--- config.mk ---
export PLATFORM = sky130hd
export DESIGN_NAME = ysyx_23060203_scb
export DESIGN_NICKNAME = d
export VERILOG_FILES = /design/src/rtl/ysyx_23060203_scb.sv
export SDC_FILE = /design/constraint.sdc
export NUM_CORES = 1
export LEC_CHECK = 0
export CAP_MARGIN = 40
export CORE_MARGIN = 2
export CORE_UTILIZATION = 49
export DETAILED_ROUTE_END_ITERATION = 10
export PLACE_DENSITY_LB_ADDON = 0.12
export SETUP_SLACK_MARGIN = 0.5
export SYNTH_ARGS = -nofsm -noshare
export SYNTH_HDL_FRONTEND = slang
export SYNTH_SLANG_ARGS = --single-unit
--- constraint.sdc ---
create_clock -name clock -period 2 [get_ports clock]
set_input_delay 0.2 -clock clock [delete_from_list [all_inputs] [get_ports clock]]
set_output_delay 0.2 -clock clock [all_outputs]
set_load 0.05 [all_outputs]
--- src/rtl/ysyx_23060203_scb.sv ---
// In-order GPR write scoreboard: tracks pending destination registers between
// dispatch and write-back, flags busy sources and out-of-order commits.
module ysyx_23060203_scb #(
  parameter int DEPTH = 4,
  parameter int AW    = 2
) (
  input  logic          clock,
  input  logic          reset,
  input  logic          issue_valid,
  input  logic [4:0]    issue_rd,
  output logic          issue_ready,
  input  logic          commit_valid,
  input  logic [4:0]    commit_rd,
  input  logic [4:0]    rs1,
  input  logic [4:0]    rs2,
  output logic          rs1_busy,
  output logic          rs2_busy,
  output logic [AW:0]   count,
  output logic          empty,
  output logic          err
);

  localparam logic [AW:0] FULL_CNT = (AW+1)'(DEPTH);
  localparam logic [AW:0] ZERO_CNT = {(AW+1){1'b0}};

  logic [4:0]       rd_q  [DEPTH];
  logic [4:0]       rd_d  [DEPTH];
  logic [DEPTH-1:0] vld_q, vld_d;
  logic [AW-1:0]    head_q, head_d;
  logic [AW-1:0]    tail_q, tail_d;
  logic [AW:0]      cnt_q, cnt_d;
  logic             err_q, err_d;

  logic             empty_s, ready_s, push_s, cmt_s, pop_s;
  logic             rs1_hit_s, rs2_hit_s;

  assign empty_s = (cnt_q == ZERO_CNT);
  assign ready_s = (cnt_q != FULL_CNT);
  assign push_s  = issue_valid & ready_s & (issue_rd != 5'd0);
  assign cmt_s   = commit_valid & (commit_rd != 5'd0);
  assign pop_s   = cmt_s & ~empty_s;

  // Next-state for FIFO storage, pointers, occupancy and sticky error.
  always_comb begin
    rd_d   = rd_q;
    vld_d  = vld_q;
    head_d = head_q;
    tail_d = tail_q;
    cnt_d  = cnt_q;
    err_d  = err_q;
    // Pop clears before push sets; head == tail never coincides with both.
    if (pop_s) begin
      vld_d[head_q] = 1'b0;
      head_d        = head_q + AW'(1);
    end else begin
      head_d = head_q;
    end
    if (push_s) begin
      rd_d[tail_q]  = issue_rd;
      vld_d[tail_q] = 1'b1;
      tail_d        = tail_q + AW'(1);
    end else begin
      tail_d = tail_q;
    end
    case ({push_s, pop_s})
      2'b10:   cnt_d = cnt_q + (AW+1)'(1);
      2'b01:   cnt_d = cnt_q - (AW+1)'(1);
      default: cnt_d = cnt_q;
    endcase
    if (cmt_s & empty_s) begin
      err_d = 1'b1;
    end else if (pop_s & (commit_rd != rd_q[head_q])) begin
      err_d = 1'b1;
    end else begin
      err_d = err_q;
    end
  end

  // State registers with asynchronous active-low clear.
  always_ff @(posedge clock or negedge reset) begin
    if (!reset) begin
      for (int i = 0; i < DEPTH; i++) begin
        rd_q[i] <= 5'd0;
      end
      vld_q  <= {DEPTH{1'b0}};
      head_q <= {AW{1'b0}};
      tail_q <= {AW{1'b0}};
      cnt_q  <= ZERO_CNT;
      err_q  <= 1'b0;
    end else begin
      rd_q   <= rd_d;
      vld_q  <= vld_d;
      head_q <= head_d;
      tail_q <= tail_d;
      cnt_q  <= cnt_d;
      err_q  <= err_d;
    end
  end

  // Source hazard lookup across all valid entries; commits clear it next cycle.
  always_comb begin
    rs1_hit_s = 1'b0;
    rs2_hit_s = 1'b0;
    for (int i = 0; i < DEPTH; i++) begin
      rs1_hit_s = rs1_hit_s | (vld_q[i] & (rd_q[i] == rs1));
      rs2_hit_s = rs2_hit_s | (vld_q[i] & (rd_q[i] == rs2));
    end
  end

  assign rs1_busy    = rs1_hit_s & (rs1 != 5'd0);
  assign rs2_busy    = rs2_hit_s & (rs2 != 5'd0);
  assign issue_ready = ready_s;
  assign count       = cnt_q;
  assign empty       = empty_s;
  assign err         = err_q;

endmodule

Word-level counts from Yosys, hierarchy flattened:

Cells that the tools add are included.

* register bits: 32
* logic and storage cells: 85
* bits of input ports: 24
* output and inout port bits: 8

* eq/ne operators: 12
* multiplexer cells: 15
* $add $sub $neg: 4
* bitwise operators: 28
* reductions and logical operators: 10
* order comparisons: 7

Operators with widths (number)
* 5-bit equality test: 8
* 20-bit bitwise mux: 1
* 5-bit nonzero test: 4
* 1-bit bitwise AND: 16
* 5-bit two-way mux: 3
* 5-bit binary-select mux with 2-bit select: 1
* 5-bit demux with 2-bit select: 1
* 4-bit two-way mux: 2
* 3-bit greater-or-equal comparator, second input constant: 2
* 2-bit by 3-bit < comparator with 1-bit output, second input constant: 2
* 2-bit NOT with 3-bit output: 2
* 1-bit bitwise OR: 6
* 3-bit case mux with 2 select lines: 1
* 5-bit != test: 1
* 2-bit by 1-bit adder with 2-bit output, second input constant: 2
* 4-bit bitwise AND: 1
* 1-bit demux with 2-bit select: 2
* 2-bit by 1-bit greater-or-equal comparator with 1-bit output, second input constant: 2
* 1-bit two-way mux: 4
* 4-bit NOT: 1
* 4-bit bitwise OR: 1
* 2-bit nonzero test: 2
* 3-bit by 1-bit adder with 3-bit output, second input constant: 1
* 1-bit logical AND: 3
* other kinds (7): 7

Depth between registers and ports, before layout:

Gate-level depths: netlist (run 1).

* word-level depth: 9
* gate-level depth with buffers: 11
* depth with buffers taken out: 10

Worst setup path before layout (run 1):

OpenSTA, ideal clock, no wires.

* kind: flip-flop to flip-flop
* start point: register cnt_q[2], in the netlist count[2]
* end point: register cnt_q[2], in the netlist count[2]
* setup time: 0.145 ns
* path buffers: 1
* required time: 1.855 ns
* period minus slack after synthesis: 3.113 ns
* arrival: 2.968 ns
* cell stages (with the launch flop): 11
* path slack: -1.113 ns
* cells stage by stage: dfrtp_1 nor3_1 nand2b_1 buf_2 inv_1 ha_1 inv_1 fa_1 xor2_1 nor2_1 xor2_1

* word-level cells in the longest chain between the ends: 5
* elaborated cells between the ends (all ways): 12
* those cells by class: add/sub: 2; eq/ne: 3; mux: 1; bitwise: 4; reduce/logical: 2

RTL lines
* start, declared: line 31 `logic [AW:0] cnt_q, cnt_d;`
* start signal, assigned: line 95 `cnt_q <= cnt_d;`
* 3-bit logical NOT (*): line 37 `assign empty_s = (cnt_q == ZERO_CNT);`
* named net empty: line 19 `output logic empty,`
* 1-bit NOT (*): line 41 `assign pop_s = cmt_s & ~empty_s;`
* 1-bit bitwise AND (*): line 41
* named net pop_s: line 34 `logic empty_s, ready_s, push_s, cmt_s, pop_s;`
* 2-bit by 1-bit equality test with 1-bit output / 2-bit equality test (equally long branches): line 65 `case ({push_s, pop_s})`
* 3-bit case mux with 2 select lines / 2-bit nonzero test (equally long branches)

The timed path passes the listed nets; every way through them passes the cells marked *.
A chain may end at the register's enable or synchronous reset.

Worst setup path in the final report (run 1):

* start point: register rd_q[12] in the netlist's numbering
* end point: output port rs1_busy

* word-level cells in the longest chain between the ends: 6

RTL lines
* start, declared: line 26 `logic [4:0] rd_q [DEPTH];`
* start signal, assigned: line 91 `rd_q <= rd_d;`
* 5-bit equality test: line 105 `rs1_hit_s = rs1_hit_s | (vld_q[i] & (rd_q[i] == rs1));`
* 1-bit bitwise AND: line 105
* 1-bit bitwise OR (3 in a row): line 105
* 1-bit bitwise AND: line 110 `assign rs1_busy = rs1_hit_s & (rs1 != 5'd0);`
* end, declared: line 16 `output logic rs1_busy,`

Every way passes these cells.

==> metrics.txt, run 1 <==
DP Cell Count=291; Die Span Y=71.99 um; Slew headroom=0.6745; largest net degree at the start of global routing=33; DRT Wirelength=5965 um; Worst-Margin Slew=approximately 0.49 ns; Hold EP=rd_q[3]; synth warn=0; top cell types by occurrence after synthesis=xor2_1 (37), dfrtp_1 (32), mux2_4 (20); CTS Root Buffer Type=clkbuf_8; Tcrit/Tclk final=1.031; Avg Cell Area, Syn=around 11 um2; final core occ=0.7540; Die Wd=71.99 um; Hold Vio Cnt, Final=0; CTS Buf Count=5; RSZ-0062 raised after global routing=true; IO Port Bufs=31; R2R Setup Slk=0.12 ns; class of the worst hold path=in -> reg; fin cells=around 330; initial antenna violation count=0; area grow syn2layout=46.96%; r2r endpoint=count[2]; Skew-Pair Late Insertion Delay=between 0.2 and 0.3 ns; Post-synth EDFFs=0; Peak Freq=about 0.48 GHz; n_diodes=0; clock sink total=32; logic gate share of total power=0.575; Post-Syn Nets=232; CTS clock-pin slew for the worst setup and hold paths=0.07 ns; drt pass-1 iters=4; row count=24; Placed Area=2806 um2; Initial Utilization=0.5130; R2R cell count=10; worst-path maximum fanout=4; Synth cell types=28; P per Cell Area=~1600 nW/um2; Mapped Area=approximately 2300 um2; fin worst setup slack=-0.06255 ns; first-pass GRT wire length=9087 um; Crit. Startpoint=rd_q[12]; Final HPWL DP=4148 um; H-tree depth=2; Async S/R FF share, synth=1.000; internal power=0.003136 W; drc violations=0; GRT Total Usage=0.2332; CP arrival=approximately 1.9 ns; WHS=roughly 0.17 ns; CORE AREA=4414 um2; post-synth top area share=0.3536; gr ovfl total=0; hold path cells=2; status=complete, but fails checks; Filler cells=289; worst vdd ir=0.9562 mV; sequential area share after synthesis=0.3536; Hold Crit Start=issue_rd[3]; io pins=32; cell taking the most area after synthesis=dfrtp_1; Tmin final=between 2 and 2.5 ns; fin area=3328 um2; clock buffer depth=2; Pins Over Slew Limit=0; Pleak=1.531 nW; die area=between 5000 and 6000 um2; vias=1752; Setup crit start kind=flop; # setup viols final=1; Initial DRC Count=89; Net Sw Frac=0.4009; vias in the first global route=1814; synthesized flop and latch total=32; Net Sw Power=0.002098 W; Placer Congestion=around 0.82; sequential power share=0.294; max_cap viols=0; Setup Crit Path Kind=reg -> out; DRT antenna net count=0; drt via density=5.374; most common cell in the synthesized netlist=xor2_1; violated checks=setup timing; Post-Syn Instances=198; share of cells above drive strength 1=0.5182; CTS tree=built; largest cells by area after synthesis=dfrtp_1 (35%), xor2_1 (14%), mux2_4 (13%); reg-to-reg startpoint=count[1]; Setup Total Neg Slack=-0.06255 ns; hold buffer count at cts=0; crit path capture type=output pin; Avg WL per Cell=18.30 um; prevailing post-synth register cell=dfrtp_1; CP required=1.80 ns; Nets=roughly 310; Post-Route Skew=around 0.006 ns; Clock power frac=0.131
==> logic make-up after synthesis <==
family          synth area share
xor+xnor                  0.2011
simple gates              0.1177
flops                     0.3536
mux                       0.1895
buf+inv                  0.04751
compound gates           0.03204
fa+ha+maj                0.05856
==> per-stage QoR <==
| step | total power, W | setup slack (ns) |
|---|---|---|
| final | 0.005234 | -0.06255 |
| after global routing | 0.005536 | -0.08980 |
| after CTS | 0.004813 | 0.03102 |
| after detailed placement | 0.003911 | -0.6420 |
| after global placement | 0.003824 | -0.5603 |
| after floorplan | 0.003207 | -0.2814 |
==> cell usage in the layout (no fill, tap or decap), types with 3 or more instances in the layout <==
cell,instances
o21ai_2,4
xor2_1,37
buf_6,21
buf_4,31
nor4_2,5
xnor2_2,3
xnor2_1,12
mux4_2,3
mux2i_1,5
nand2_1,5
ha_1,8
buf_12,3
mux2_4,21
clkdlybuf4s50_1,8
dfrtp_2,17
nor4_1,3
inv_2,3
nand2_8,4
dfrtp_1,15
buf_2,3
clkbuf_8,7
nand3_1,9
inv_1,8
dlygate4sd2_1,9
==> power by group through the flow <==
stage / sequential (W) / clock [W] / combinational, W
after detailed placement: 0.00153 / 0 / 0.00239
after global routing: 0.00157 / 0.000732 / 0.00324
after global placement: 0.00151 / 0 / 0.00232
final: 0.00154 / 0.000683 / 0.00301
after floorplan: 0.00144 / 0 / 0.00176
after CTS: 0.00150 / 0.000686 / 0.00263
==> repair_timing <==
action | CTS | global route
resized for setup | 68 | 46
buffers inserted | 14 | 13
endpoints found under the setup margin | 39 | 37
pin swaps | 18 | 18
==> per-layer routing <==
metal / global-route usage / up-vias / wire, um / share of wire
met5: 0 / - / 0 / 0
met4: 0.06289 / 0 / 121 / 0.020
met3: 0.04444 / 10 / 222 / 0.037
met2: 0.3981 / 46 / 3084 / 0.52
met1: 0.3047 / 874 / 2537 / 0.43
li1: - / 822 / - / -
==> critical path: stages (launching register included) <==
cell	delay [ns]
dfrtp_1	0.45
xor2_1	0.19
nor4_2	0.38
nand3_1	0.11
nand4_1	0.11
o21a_2	0.20
buf_12	0.14
==> worst max-delay path by stage <==
stage	to	slack (ns)	depth (start not counted)
2_1_floorplan	count[2]	-0.28	10
3_3_place_gp	count[2]	-0.56	10
3_5_place_dp	count[2]	-0.64	10
4_1_cts	count[2]	0.03	10
5_1_grt	rs1_busy	-0.09	6
6_report	rs1_busy	-0.06	6
==> layout make-up <==
type	instances	area [um2]	share of cell area
Multi-Input combinational cell	140	1493	0.4485
Sequential cell	32	822.0	0.2470
Clock inverter	1	30.03	0.009023
Inverter	13	53.80	0.01617
Tap cell	52	65.06	0.01955
Timing Repair Buffer	81	768.2	0.2308
Clock buffer	7	96.34	0.02895
==> flip-flops by register name (all words and copies together) (netlist names) <==
register  flops
rd_q         20
vld_q         4
count         3
head_q        2
tail_q        2
err           1
No activity file was read; power rests on OpenSTA's default activity.
==> inputs of run 2 (changes only) <==
--- a/config.mk
+++ b/config.mk
@@ -10,7 +10,8 @@
 export CORE_UTILIZATION = 49
 export DETAILED_ROUTE_END_ITERATION = 10
 export PLACE_DENSITY_LB_ADDON = 0.12
-export SETUP_SLACK_MARGIN = 0.5
+export SETUP_SLACK_MARGIN = 0.05
+export SKIP_CTS_REPAIR_TIMING = 1
 export SYNTH_ARGS = -nofsm -noshare
 export SYNTH_HDL_FRONTEND = slang
 export SYNTH_SLANG_ARGS = --single-unit
==> run 2 against run 1 <==
- the run now ends clean
- cell count shrank 5.5%
- worst setup slack gained 0.070 ns
- clock power decreased by 26%
- clock-buffer cell count up 1
- sequential share of layout area grew 1.8 points
- total power down 12%
- utilization is 5.9 points lower
- cell area decreased by 7.8%
- flip-flop and latch count unchanged
- non-clock buffer count decreased by 18
- hold slack gained 0.16 ns
- via count shrank 5.6%
- critical path type unchanged
==> metrics.txt, run 2 (synthesis gave the netlist of run 1 again) <==
status=complete, no violations; R2R Setup Slk=~0.13 ns; Crit path depth=6; Placer Congestion=0.9622; vias=1654; class of the worst hold path=in -> async; CTS tree=built; footprint of the multi-input gates=1444 um2; CTS Buf Count=5; DP Cell Count=just under 300; share of cells above drive strength 1=0.3750; largest net degree at the start of global routing=33; GRT Total Usage=0.2332; Power, Total=0.004591 W; Tcrit/Tclk final=0.9963; # setup viols final=0; initial antenna violation count=0; gr ovfl total=0; CP bufs+invs=1; CTS Root Buffer Type=clkbuf_8; CP delay by family, top=simple AND/OR/NAND/NOR gates; worst-path maximum fanout=4; Pins Over Slew Limit=0; clock sink total=32; fin cells=between 300 and 400; clock buffer depth=2; drt via density=about 5.4; H-tree depth=2; Initial DRC Count=67; Largest Register=rd_q; Final HPWL DP=4269 um; r2r endpoint=count[2]; DRT antenna net count=0; Pleak=1.500 nW; R2R cell count=10; die area=5182 um2; max reg flops=20; Setup Crit Path Kind=reg -> out; Hold Vio Cnt, Final=0; CP arrival=1.79 ns; vias in the first global route=roughly 1800; worst vdd ir=0.8170 mV; final core occ=0.6953; Die Span Y=71.99 um; crit path capture type=output pin; P per Cell Area=1496 nW/um2; Setup crit start kind=flop; Nets=between 200 and 300; CTS clock-pin slew for the worst setup and hold paths=~0.070 ns; Avg WL per Cell=17.94 um; Tmin final=1.993 ns; Peak Freq=between 0.5 and 0.6 GHz; worst setup path end=rs1_busy; CORE AREA=about 4400 um2; commonest cells after routing, fill and taps aside=xor2_1 (36), buf_4 (33), dfrtp_1 (22), mux2_4 (20), dlymetal6s2s_1 (16); Initial Utilization=0.5130; drc violations=0; Slew headroom=0.6707; Slowest-stage cell, CP=dfrtp_2; RSZ-0062 raised after global routing=true; Post-Route Skew=0.003131 ns; reg-to-reg startpoint=count[0]; Max stage delay on crit path=between 0.4 and 0.5 ns; leading cell type in the layout, fill and taps excluded=xor2_1; max_cap viols=0; FF/Latch Area=roughly 810 um2; Die Wd=71.99 um; drt pass-1 iters=4; Filler cells=311; area grow syn2layout=35.52%; Skew-Pair Late Insertion Delay=0.27 ns; Worst-Margin Slew=between 0.4 and 0.5 ns; row count=24; first-pass GRT wire length=9045 um; n_diodes=0; IO Port Bufs=31; Crit. Startpoint=rd_q[3]; Critical Path, Cell by Cell=xor2_1 > nor4_2 > nand3_1 > nand4_1 > o21a_1 > buf_12; CP required=1.80 ns; io pins=32; DRT Wirelength=5525 um; Setup Total Neg Slack=0 ns
-- run 2: report_power, final --
part / total [W] / switching, W / internal (W)
logic: 0.00257 / 0.00118 / 0.00139
clock network: 0.000507 / 0.000227 / 0.000280
registers: 0.00151 / 0.000512 / 0.000999
-- run 2: per-layer routing --
layer / vias up / part of all wire / GRT usage
li1: 784 / - / -
met5: - / 0 / 0
met1: 812 / 0.43 / 0.2906
met2: 52 / 0.51 / 0.3930
met3: 6 / 0.048 / 0.05972
met4: 0 / 0.012 / 0.08386
-- run 2: worst min path at each step --
stage                     endpoint  slack [ns]        start  depth (start not counted)
final                     rd_q[17]        0.32        reset                          2
after global routing       rd_q[0]        0.34  issue_rd[0]                          3
after CTS                 rd_q[17]        0.35        reset                          2
after detailed placement  vld_q[3]        0.53     vld_q[3]                          2
after global placement    count[0]        0.53     count[0]                          1
after floorplan           count[0]        -0.1        reset                          0
-- run 2: metrics by stage --
stage / hold WS [ns] / instance area, um2 / worst slack, ns
floorplan: -0.09559 / 2312 / -0.2817
global placement: 0.5293 / 2811 / -0.5242
detailed placement: 0.5261 / 2811 / -0.5815
CTS: 0.3487 / 2902 / -0.2969
global route: 0.3442 / 3069 / -0.05431
finish: 0.3240 / 3069 / 0.007370
-- run 2: worst reg2reg max path, cell delays in order (launching register included) --
cell,delay (ns)
dfrtp_2,0.45
inv_2,0.11
nand3_4,0.08
o211a_1,0.13
inv_1,0.06
ha_2,0.18
inv_2,0.04
fa_2,0.35
xor2_1,0.14
nor2_1,0.11
xor2_1,0.15
-- run 2: cell type report --
cell class                 count  area share
multi-input combinational    140      0.4704
inverter                      13     0.01590
timing repair buffer          63      0.1981
tap                           52     0.02120
sequential                    32      0.2650
clock buffer                   8     0.02935
==> inputs of run 3 (changes only) <==
--- a/config.mk
+++ b/config.mk
@@ -7,7 +7,7 @@
 export LEC_CHECK = 0
 export CAP_MARGIN = 40
 export CORE_MARGIN = 2
-export CORE_UTILIZATION = 49
+export CORE_UTILIZATION = 52
 export DETAILED_ROUTE_END_ITERATION = 10
 export PLACE_DENSITY_LB_ADDON = 0.12
 export SETUP_SLACK_MARGIN = 0.05
==> constraint.sdc (replaced) <==
create_clock -name clock -period 1.85 [get_ports clock]
set_input_delay 0.185 -clock clock [delete_from_list [all_inputs] [get_ports clock]]
set_output_delay 0.185 -clock clock [all_outputs]
set_load 0.05 [all_outputs]
==> run 3 against run 2 <==
- die area down 5.5%
- largest power group unchanged
- critical path type unchanged
- utilization is 4.1 points higher
- worst setup slack got worse by 0.18 ns
- clock skew rose by 0.011 ns
- the flow now finishes with violations (setup timing)
- hold slack lost 0.12 ns
- register-to-register slack got worse by 0.21 ns
- cell count shrank 1.3%
- critical path depth did not move
- sequential share of layout area grew 0.66 points
==> metrics.txt, run 3 (synthesis gave the netlist of run 1 again) <==
status=complete, but fails checks; violated checks=setup timing; final core occ=0.7361; Die Span Y=70.00 um; # setup viols final=3; fin cells=304; Setup Crit Path Kind=reg -> out; H-tree depth=2; Initial Utilization=0.5542; DRT Wirelength=between 5000 and 6000 um; P per Cell Area=1665 nW/um2; Setup crit start kind=flop; Skew-Pair Late Insertion Delay=0.30 ns; Pleak=1.433 nW; Power, Total=0.005007 W; Hold Vio Cnt, Final=0; gr ovfl total=0; io pins=32; GRT Total Usage=0.2453; initial antenna violation count=0; Tmin final=slightly above 2 ns; vias=1635; area grow syn2layout=32.82%; class of the worst hold path=in -> reg; Pins Over Slew Limit=0; Avg WL per Cell=18.41 um; r2r endpoint=count[2]; die area=4899 um2; WHS=0.2016 ns; Largest Register=rd_q; CP required=1.66 ns; Peak Freq=0.4948 GHz; first-pass GRT wire length=approximately 9100 um; Worst-Margin Slew=0.5163 ns; reg-to-reg startpoint=count[0]; clock sink total=32; CP arrival=1.84 ns; Final HPWL DP=4156 um; CTS Root Buffer Type=clkbuf_8; DRT antenna net count=0; Crit. Startpoint=rd_q[4]; max_cap viols=0; max reg flops=20; leading cell type in the layout, fill and taps excluded=xor2_1; drc violations=0; largest net degree at the start of global routing=33; Tcrit/Tclk final=1.092; Die Wd=roughly 70 um; vias in the first global route=1722; row count=23; Placer Congestion=~0.96; CTS tree=built; crit path capture type=output pin; worst-path maximum fanout=4; Slew headroom=0.6552; CTS clock-pin slew for the worst setup and hold paths=approximately 0.07 ns; RSZ-0062 raised after global routing=true; CTS Buf Count=5; R2R Setup Slk=-0.08 ns; CORE AREA=between 4000 and 5000 um2; commonest cells after routing, fill and taps aside=xor2_1 (37), buf_4 (33), mux2_4 (20), dfrtp_1 (19), xnor2_1 (15); DP Cell Count=292; Initial DRC Count=between 90 and 100; Filler cells=278; Setup WS pre-CTS=-0.6935 ns; R2R cell count=10; fin worst setup slack=-0.1709 ns; drt pass-1 iters=4; IO Port Bufs=31; worst vdd ir=0.8753 mV; worst setup path end=rs1_busy; share of cells above drive strength 1=0.4094; drt via density=5.378; Nets=287; clock buffer depth=2; n_diodes=0; Post-Route Skew=0.01441 ns
[run 3: changes by cell type in the layout (fill, tap and decap cells not counted), sizes merged]
| cell | previous run | this run |
|---|---|---|
| clkdlybuf4s50 | 12 | 11 |
| clkbuf | 8 | 12 |
| dlymetal6s2s | 16 | 10 |
| clkinvlp | 0 | 1 |
[run 3: worst min path at each step]
stage                start  endpoint  slack, ns  depth (start not counted)
5_1_grt        issue_rd[2]   rd_q[2]       0.23                          2
6_report       issue_rd[2]  rd_q[12]       0.20                          2
4_1_cts              reset   rd_q[6]       0.30                          2
3_5_place_dp           err       err       0.55                          1
2_1_floorplan        reset  count[0]      -0.11                          0
3_3_place_gp           err       err       0.52                          1
[run 3: metrics by stage]
stage          area [um2]  setup TNS, ns
2_1_floorplan        2312        -0.9175
3_3_place_gp         2819         -9.137
3_5_place_dp         2819         -9.611
4_1_cts              2913         -1.759
5_1_grt              3008        -0.5278
6_report             3008        -0.3549
[run 3: layout make-up]
class | instances | area, um2 | share of cell area
Clock inverter | 1 | 7.507 | 0.002496
Tap cell | 50 | 62.56 | 0.02080
Inverter | 13 | 51.30 | 0.01705
Clock buffer | 7 | 86.33 | 0.02870
Timing Repair Buffer | 61 | 548.0 | 0.1822
Multi-Input combinational cell | 140 | 1435 | 0.4771
Sequential cell | 32 | 817.0 | 0.2716
[run 3: report_power, final]
group | switching [W] | internal (W) | leakage, nW | total [W]
combinational | 0.00128 | 0.00148 | 1.03 | 0.00275
clock | 0.000285 | 0.000302 | 0.0445 | 0.000587
sequential | 0.000580 | 0.00109 | 0.361 | 0.00167
total | 0.00214 | 0.00286 | 1.43 | 0.00501
[run 3: per-layer routing]
metal	up-vias	GRT usage	wire, um
met5	-	0	0
met4	0	0.07692	71
met3	6	0.04329	235
met2	44	0.4233	2848
met1	806	0.3127	2443
li1	779	-	-
[run 3: critical path, cell delays in order (launching register included)]
cell and delay [ns]:
dfrtp_1 0.45, xor2_1 0.18, nor4_1 0.33, nand3_1 0.14, nand4_1 0.12, o21a_1 0.19, buf_12 0.15
